## src/rtl/nibble_serializer_pkg.sv

```systemverilog
// Shared types and constants for the nibble serializer.
// Holds FSM state encoding, lane geometry and lane-order helpers.
package nibble_serializer_pkg;

    localparam int LANES  = 4;
    localparam int ADDR_W = 2;

    typedef enum logic {
        ST_IDLE  = 1'b0,
        ST_SHIFT = 1'b1
    } state_t;

    // First lane emitted for a given bit order.
    function automatic logic [ADDR_W-1:0] lane_first(input bit msb_first);
        return msb_first ? ADDR_W'(LANES - 1) : '0;
    endfunction

    // Final lane emitted for a given bit order.
    function automatic logic [ADDR_W-1:0] lane_last(input bit msb_first);
        return msb_first ? '0 : ADDR_W'(LANES - 1);
    endfunction

endpackage

```

## src/rtl/nibble_serializer_mux_addr_counter.sv

```systemverilog
// Mux address counter: steps the lane address up or down, reloads
// to the first lane, flags the last lane.
// Ports: clk, reset_n (sync, active-low), load, en -> count, last.
module mux_addr_counter
    import nibble_serializer_pkg::*;
#(
    parameter int              AW    = 2,
    parameter bit              DOWN  = 1'b0,
    parameter logic [AW-1:0]   FIRST = '0,
    parameter logic [AW-1:0]   LAST  = '1
) (
    input  logic          clk,
    input  logic          reset_n,
    input  logic          load,
    input  logic          en,
    output logic [AW-1:0] count,
    output logic          last
);

    always_ff @(posedge clk) begin
        if (!reset_n) begin
            count <= FIRST;
        end else if (load) begin
            count <= FIRST;
        end else if (en) begin
            count <= DOWN ? count - AW'(1) : count + AW'(1);
        end
    end

    assign last = (count == LAST);

endmodule

```

## src/rtl/nibble_serializer.sv

```systemverilog
// Parallel-to-serial sequencer for a 4:1 bit mux with valid/ready.
// Ports: clk, reset_n, in_valid/in_ready/in_data, sel_a1/sel_a2,
//        out_valid/out_ready/out_bit/out_last, busy.
module nibble_serializer
    import nibble_serializer_pkg::*;
#(
    parameter int LANES     = 4,
    parameter int ADDR_W    = 2,
    parameter bit MSB_FIRST = 1'b0
) (
    input  logic             clk,
    input  logic             reset_n,
    input  logic             in_valid,
    output logic             in_ready,
    input  logic [LANES-1:0] in_data,
    output logic             sel_a1,
    output logic             sel_a2,
    output logic             out_valid,
    input  logic             out_ready,
    output logic             out_bit,
    output logic             out_last,
    output logic             busy
);

    localparam logic [ADDR_W-1:0] LANE_FIRST = lane_first(MSB_FIRST);
    localparam logic [ADDR_W-1:0] LANE_LAST  = lane_last(MSB_FIRST);

    state_t            state;
    state_t            state_nx;
    logic [LANES-1:0]  hold;
    logic [ADDR_W-1:0] addr;
    logic              at_last;
    logic              accept;
    logic              beat;
    logic              cnt_load;
    logic              cnt_en;

    // Address returns to the first lane after every word, so the
    // idle sel value is always the next word's first lane.
    mux_addr_counter #(
        .AW    (ADDR_W),
        .DOWN  (MSB_FIRST),
        .FIRST (LANE_FIRST),
        .LAST  (LANE_LAST)
    ) u_cnt (
        .clk     (clk),
        .reset_n (reset_n),
        .load    (cnt_load),
        .en      (cnt_en),
        .count   (addr),
        .last    (at_last)
    );

    always_ff @(posedge clk) begin
        if (!reset_n) begin
            state <= ST_IDLE;
        end else begin
            state <= state_nx;
        end
    end

    always_comb begin
        state_nx  = state;
        in_ready  = 1'b0;
        out_valid = 1'b0;
        out_bit   = 1'b0;
        out_last  = 1'b0;
        busy      = 1'b0;
        accept    = 1'b0;
        beat      = 1'b0;
        cnt_load  = 1'b0;
        cnt_en    = 1'b0;
        unique case (state)
            ST_IDLE: begin
                in_ready = reset_n;
                accept   = in_valid && in_ready;
                cnt_load = accept;
                if (accept) begin
                    state_nx = ST_SHIFT;
                end
            end
            ST_SHIFT: begin
                busy      = 1'b1;
                out_valid = 1'b1;
                out_bit   = hold[addr];
                out_last  = at_last;
                beat      = out_ready;
                // Ready opens only on the completing last beat so a
                // new word can follow with no bubble.
                in_ready  = reset_n && at_last && out_ready;
                accept    = in_valid && in_ready;
                cnt_load  = beat && at_last;
                cnt_en    = beat && !at_last;
                if (beat && at_last && !accept) begin
                    state_nx = ST_IDLE;
                end
            end
            default: state_nx = ST_IDLE;
        endcase
    end

    always_ff @(posedge clk) begin
        if (!reset_n) begin
            hold <= '0;
        end else if (accept) begin
            hold <= in_data;
        end
    end

    assign sel_a1 = addr[0];
    assign sel_a2 = addr[1];

endmodule

```

## config.mk

```make
export PLATFORM = sky130hd
export DESIGN_NAME = nibble_serializer
export DESIGN_NICKNAME = d
export VERILOG_FILES = /design/src/rtl/nibble_serializer_pkg.sv /design/src/rtl/nibble_serializer_mux_addr_counter.sv /design/src/rtl/nibble_serializer.sv
export SDC_FILE = /design/constraint.sdc
export NUM_CORES = 1
export LEC_CHECK = 0
export CAP_MARGIN = 20
export CELL_PAD_IN_SITES_DETAIL_PLACEMENT = 1
export CELL_PAD_IN_SITES_GLOBAL_PLACEMENT = 1
export CORE_UTILIZATION = 25
export CTS_CLUSTER_DIAMETER = 60
export DETAILED_ROUTE_END_ITERATION = 10
export GPL_TIMING_DRIVEN = 1
export HOLD_SLACK_MARGIN = 0.12
export PLACE_DENSITY_LB_ADDON = 0.1
export SLEW_MARGIN = 0
export SYNTH_ARGS = -nofsm -noshare
export SYNTH_HDL_FRONTEND = slang
export SYNTH_SLANG_ARGS = --single-unit
```

## constraint.sdc

```tcl
create_clock -name clk -period 1.3 [get_ports clk]
set_clock_uncertainty 0.05 [all_clocks]
set_input_delay 0.26 -clock clk [delete_from_list [all_inputs] [get_ports clk]]
set_output_delay 0.26 -clock clk [all_outputs]
set_load 0.05 [all_outputs]
```

==> summary.md, run 1 <==
| Metric | Value |
|---|---|
| Run status | `complete, but fails checks` |
| Failing checks | `negative setup slack` |
| Avg Vias per Cell | `4.39` |
| Maximum vdd drop | `0.407 mV` |
| Die ar. | `1580 um^2` |
| Worst Hold Slack | `0.417 ns` |
| Initial core utilization | `27.1%` |
| N_diodes | `0` |
| Reg2reg setup slack | `-0.02 ns` |
| Ys Warns | `0` |
| Maximum buffer depth of the clock tree | `2` |
| Crit-path cells | `mux4_2 -> and2_4 -> buf_8` |
| Detailed-router iteration count before antenna repair | `1` |
| Register area | `149 um^2` |
| Initial antenna violation count | `0` |
| Syn_nets | `46` |
| Comb pwr share | `28.3%` |
| Top cell type by total area after synthesis | `dfxtp_1` |
| Fin worst setup slack | `-0.388 ns` |
| # clock sinks | `7` |
| Die X | `39.8 um` |
| Kind of end point of the critical path | `output port` |
| Worst-skew pair later-pin latency | `0.25 ns` |
| Net Sw Power | `0.175 mW` |
| Syn Std Cell Area | `357 um^2` |
| Worst hold-check path type | `reg2reg` |
| Reg power frac | `38.7%` |
| Die Height | `39.8 um` |
| P_leak | `0.301 nW` |
| Total core area | `1320 um^2` |
| Iter 0 DRT Violations | `0` |
| Syn_area_per_cell | `9.64 um^2` |
| Area Growth Syn to Fin | `89.1%` |
| Tmin final | `1.69 ns` |
| Final setup vio count | `7` |
| Crit path max-delay cell type | `mux4_2` |
| Footprint of the multi-input gates | `206 um^2` |
| GPL Wtd Cong | `0.668` |
| Drt drc | `0` |
| Synth Register Bits | `7` |
| Post-Syn Instances | `37` |
| Vias in the first global route | `347` |
| Pwr/cell area | `897 nW/um^2` |
| First-pass GRT wire length | `1340 um` |
| Clock slew at reported path FFs | `0.06 ns` |
| PortBufs | `14` |
| Max incr delay on CP | `0.48 ns` |
| Final hold violation count | `0` |
| DR WL/cell | `11.2 um` |
| Largest cells by area after synthesis | `dfxtp_1, mux2i_1, nand2_1` |
| Clock group share of total power | `33.0%` |
| # nets final | `71` |
| Fin Setup TNS | `-1.03 ns` |
| Layout cells sized above 1 | `44.3%` |
| Power Total | `0.605 mW` |
| Max-cap check violation count | `0` |
| Fmax | `0.592 GHz` |
| IO Pins | `15` |
| # fillers | `147` |
| Cts hold-fix bufs | `0` |
| Top cell type's share of synthesized area | `39.3%` |
| WP data required | `0.99 ns` |
| Vias | `334` |
| Slew margin rel. | `87.2%` |
| H-tree level count | `1` |
| Detailed Route WL | `848 um` |
| Least-Margin Pin Slew | `0.192 ns` |
| Seq/Total Area, Yosys | `39.3%` |
| Pin count of the biggest net entering global routing | `7` |
| Post-synthesis cell type count | `16` |
| Critical Path Fanout Max | `3` |
| CTS tree | `built` |
| Final period utilization | `130%` |
| Gr usage total | `13.5%` |
| Final antenna-violating net count | `0` |
| Internal | `0.431 mW` |
| Cts bufs inserted | `3` |
| Setup CP Type | `reg2out` |
| Fraction of power spent switching nets | `28.8%` |
| Critical Path AT | `1.38 ns` |
| Slew Viols, Final | `0` |
| Root buf cell | `clkbuf_4` |
| Row cnt | `13` |
| Overflow after GRT | `0` |
| Pre-CTS setup slack | `-0.208 ns` |
| RSZ-0062 raised after global routing | `yes` |
| Setup crit start kind | `flop` |
## stage by stage
| step | util (%) | cell area (um^2) | cells |
|---|---|---|---|
| 6_report | 51.2 | 674 | 76 |
| 5_1_grt | 51.2 | 674 | 76 |
| 2_1_floorplan | - | 378 | 37 |
| 4_1_cts | 51.2 | 674 | 76 |
| 3_3_place_gp | 48.0 | 632 | 71 |
| 3_5_place_dp | 48.0 | 632 | 71 |
## logic make-up (layout without fill, tap and decap cells)
group,Yosys count,count (layout),share of synthesized area (%)
buffers and inverters,5,29,6.32
muxes,6,6,20.4
DFF,7,7,39.3
adders and majority gates,1,1,3.51
AOI/OAI and AO/OA,4,4,10.2
and+or+nand+nor,14,14,20.4
## Yosys cell counts
master	count
a21boi_4	1
a21oi_1	1
and2_1	2
buf_4	1
dfxtp_1	7
ha_1	1
inv_1	4
mux2i_1	5
mux4_2	1
nand2_1	7
nand4b_1	1
nor2_1	2
nor2_4	1
nor2b_1	1
o21a_1	1
o21ai_0	1
## cells in the final DEF (no fill, tap or decap)
cell,count
clkbuf_4,3
and2_4,2
a21boi_4,1
nand2_1,7
buf_8,1
mux4_2,1
inv_1,4
clkinv_2,1
buf_12,6
ha_1,1
dfxtp_4,2
a21oi_1,1
o21ai_1,1
nand4b_1,1
nor2_1,2
nor2b_4,1
o21a_1,1
dfxtp_2,1
nor2_4,1
buf_4,7
mux2i_1,5
clkdlybuf4s50_1,7
dfxtp_1,4
## state kept, by name (all words and copies together) (netlist names)
name / count
hold: 4
state: 1
u_cnt.count: 2
## cell type report
cell class | count | share of cell area (%)
Timing Repair Buffer | 21 | 38.2
Tap cell | 15 | 2.78
Sequential cell | 7 | 22.1
Clock buffer | 3 | 3.34
Clock inverter | 1 | 0.742
Multi-Input combinational cell | 25 | 30.6
Inverter | 4 | 2.23
## repair_timing
action / 4_1_cts / 5_1_grt
pin swaps: 3 / 0
setup endpoints to repair: 3 / 9
setup buffers: 1 / 0
hold endpoints to repair: 0 / 0
gates resized for setup: 2 / 1
## worst paths after layout
kind,from,end,cells past startpoint
min reg2reg,hold[2]$_SDFFE_PN0P_,hold[2]$_SDFFE_PN0P_,2
min,hold[2]$_SDFFE_PN0P_,hold[2]$_SDFFE_PN0P_,2
max,u_cnt.count[1]$_SDFFE_PP0P_,out_bit,3
max reg2reg,u_cnt.count[0]$_SDFFE_PP0P_,hold[0]$_SDFFE_PN0P_,5
## power by group through the flow
stage	Sequential (mW)	Clock, mW	Combinational [mW]
6_report	0.234	0.200	0.171
3_5_place_dp	0.239	0	0.168
5_1_grt	0.236	0.222	0.183
3_3_place_gp	0.238	0	0.162
2_1_floorplan	0.255	0	0.0655
4_1_cts	0.234	0.208	0.174
## metal layers
metal	GRT usage (%)	vias to the layer above	wire length (um)	part of all wire (%)
met5	0	-	0	0
met4	10.3	0	0	0
met3	3.41	0	44	5.2
met2	23.4	11	478	56
met1	13.4	153	325	38
li1	-	170	-	-
## worst max-delay path: cells and delay by family, from the launching register on
family                 cells  cell delay [ns]
buffers and inverters      1             0.14
flip-flops                 1             0.36
multiplexers               1             0.48
AND/OR/NAND/NOR            1             0.15
Note: power is estimated with default switching activity, not from simulation.
==> inputs of run 2 (changes only) <==
Settings changed: TNS_END_PERCENT set to 50.
==> summary.md, run 2 (synthesis gave the netlist of run 1 again) <==
| Metric | Value |
|---|---|
| Cts bufs inserted | `3 (unchanged)` |
| DR WL/cell | `11.4 um (+1.8%)` |
| GPL Wtd Cong | `0.668 (unchanged)` |
| Detailed Route WL | `863 um (+1.8%)` |
| Least-Margin Pin Slew | `0.218 ns (+0.0261 ns)` |
| N_diodes | `0 (unchanged)` |
| Clock slew at reported path FFs | `0.06 ns (about the same)` |
| Critical Path Fanout Max | `3 (unchanged)` |
| Setup crit start kind | `flop` |
| Slew margin rel. | `85.3% (-1.9 points)` |
| Layout cells sized above 1 | `44.3% (unchanged)` |
| Total core area | `1320 um^2 (unchanged)` |
| Setup CP Type | `reg2out` |
| # fillers | `149 (+1.4%)` |
| Worst Reg-to-Reg Cells | `5 (unchanged)` |
| Overflow after GRT | `0 (unchanged)` |
| Die Height | `39.8 um (unchanged)` |
| H-tree level count | `1 (unchanged)` |
| Final period utilization | `130% (about the same)` |
| # clock sinks | `7 (unchanged)` |
| Fmax | `0.592 GHz (about the same)` |
| CTS tree | `built` |
| PortBufs | `14 (unchanged)` |
| Reg2reg setup slack | `-0.05 ns (-0.03 ns)` |
| Drt drc | `0 (unchanged)` |
| Reg with most FFs | `hold` |
| RSZ-0062 raised after global routing | `yes` |
| Run status | `complete, but fails checks` |
| Pre-CTS setup slack | `-0.208 ns (unchanged)` |
| Area Growth Syn to Fin | `89.1% (unchanged)` |
| Failing checks | `negative setup slack` |
| Kind of end point of the critical path | `output port` |
| # nets final | `71 (unchanged)` |
| Iter 0 DRT Violations | `0 (unchanged)` |
| Pin count of the biggest net entering global routing | `7 (unchanged)` |
| Die X | `39.8 um (unchanged)` |
| Register area | `149 um^2 (unchanged)` |
| Row cnt | `13 (unchanged)` |
| Biggest regs | `hold (4), u_cnt.count (2), state (1)` |
| Die ar. | `1580 um^2 (unchanged)` |
| Max-cap check violation count | `0 (unchanged)` |
| Cell area after layout | `674 um^2 (unchanged)` |
| RR Endpoint | `u_cnt.count[1]$_SDFFE_PP0P_` |
| Initial antenna violation count | `0 (unchanged)` |
| WP data required | `0.99 ns (about the same)` |
| Root buf cell | `clkbuf_4` |
| Vias in the first global route | `348 (+0.29%)` |
| Detailed-router iteration count before antenna repair | `1 (unchanged)` |
| Slew Viols, Final | `0 (unchanged)` |
| IO Pins | `15 (unchanged)` |
| Most frequent cells in the layout | `nand2_1, clkdlybuf4s50_1, buf_4` |
| Maximum vdd drop | `0.412 mV (+1.3%)` |
| First-pass GRT wire length | `1310 um (-2.0%)` |
| CP startpoint | `u_cnt.count[1]$_SDFFE_PP0P_` |
| Setup crit end | `out_bit` |
| Tmin final | `1.69 ns (+0.00138 ns)` |
| Worst r2r src | `u_cnt.count[0]$_SDFFE_PP0P_` |
| Footprint of the multi-input gates | `206 um^2 (unchanged)` |
| Avg Vias per Cell | `4.38 (-0.30%)` |
| Initial core utilization | `27.1% (unchanged)` |
| Worst hold-check path type | `reg2reg` |
| Worst-skew pair later-pin latency | `0.26 ns (about the same)` |
| Critical Path AT | `1.38 ns (about the same)` |
| Fin worst setup slack | `-0.389 ns (-0.00138 ns)` |
| Final hold violation count | `0 (unchanged)` |
| P_leak | `0.302 nW (+0.15%)` |
| Final antenna-violating net count | `0 (unchanged)` |
| Placed inst area | `632 um^2 (unchanged)` |
| Maximum buffer depth of the clock tree | `2 (unchanged)` |
| Max reg flops | `4 (unchanged)` |
| Final setup vio count | `5 (-2)` |
| Vias | `333 (-0.30%)` |
| Gr usage total | `13.2% (-0.24 points)` |
| Pwr/cell area | `899 nW/um^2 (+0.13%)` |
## run 2: cell counts in the layout (fill, tap and decap cells not counted)
No cell type changed its count.
## run 2: final cells by class
cell class | instances | area share (%)
Multi-Input combinational cell | 25 | 30.6
Clock inverter | 1 | 0.742
Timing Repair Buffer | 21 | 38.2
Sequential cell | 7 | 22.1
Clock buffer | 3 | 3.34
Inverter | 4 | 2.23
Tap cell | 15 | 2.78
## run 2: worst max-delay path: stages (launching register included)
cell and delay [ns]:
dfxtp_4 0.36, mux4_2 0.48, and2_4 0.15, buf_8 0.14
## run 2: what timing repair did
action,in CTS,in global routing
pin swaps,2,1
setup buffers,0,1
setup endpoints to repair,3,4
hold buffers,0,0
resized for setup,2,0
## run 2: worst min-delay path by stage
stage | startpoint | end | slack (ns) | cells after the start
after floorplan | reset_n | state$_SDFF_PN0_ | 0.33 | 1
after global placement | hold[0]$_SDFFE_PN0P_ | hold[0]$_SDFFE_PN0P_ | 0.39 | 2
after detailed placement | hold[2]$_SDFFE_PN0P_ | hold[2]$_SDFFE_PN0P_ | 0.42 | 2
after CTS | hold[2]$_SDFFE_PN0P_ | hold[2]$_SDFFE_PN0P_ | 0.43 | 2
after global routing | hold[0]$_SDFFE_PN0P_ | hold[0]$_SDFFE_PN0P_ | 0.45 | 2
final | hold[2]$_SDFFE_PN0P_ | hold[2]$_SDFFE_PN0P_ | 0.42 | 2
## run 2: metrics by stage
step           TNS (ns)  power [mW]  hold WS [ns]  util [%]  cells
6_report          -1.10       0.606         0.417      51.2     76
5_1_grt           -1.39       0.640         0.447      51.2     76
4_1_cts           -1.07       0.612         0.427      50.6     75
3_5_place_dp      -1.25       0.407         0.418      48.0     71
3_3_place_gp     -0.869       0.400         0.393      48.0     71
2_1_floorplan    -0.286       0.320         0.328         -     37
## run 2: routing by layer
| layer | track usage [%] | share of wire [%] | vias to the layer above |
|---|---|---|---|
| met5 | 0 | 0 | - |
| met4 | 10.3 | 0 | 0 |
| met3 | 3.41 | 5.1 | 0 |
| met2 | 23.4 | 56 | 11 |
| met1 | 12.8 | 39 | 153 |
| li1 | - | - | 169 |
## run 2: where the power goes
part | internal (mW) | switching [mW]
Clock | 0.113 | 0.0881
Combinational | 0.0915 | 0.0794
Sequential | 0.226 | 0.00828
Total | 0.430 | 0.176
==> inputs of run 3 (changes only) <==
Settings changed: MAX_ROUTING_LAYER set to met4.
==> results of run 3 <==
The final DEF is identical to that of run 2; final timing and power are the same.
Among the figures that moved: final weighted congestion in routability-driven placement 0.668 -> 0.675; overall routing resource usage 13.2% -> 13.6%
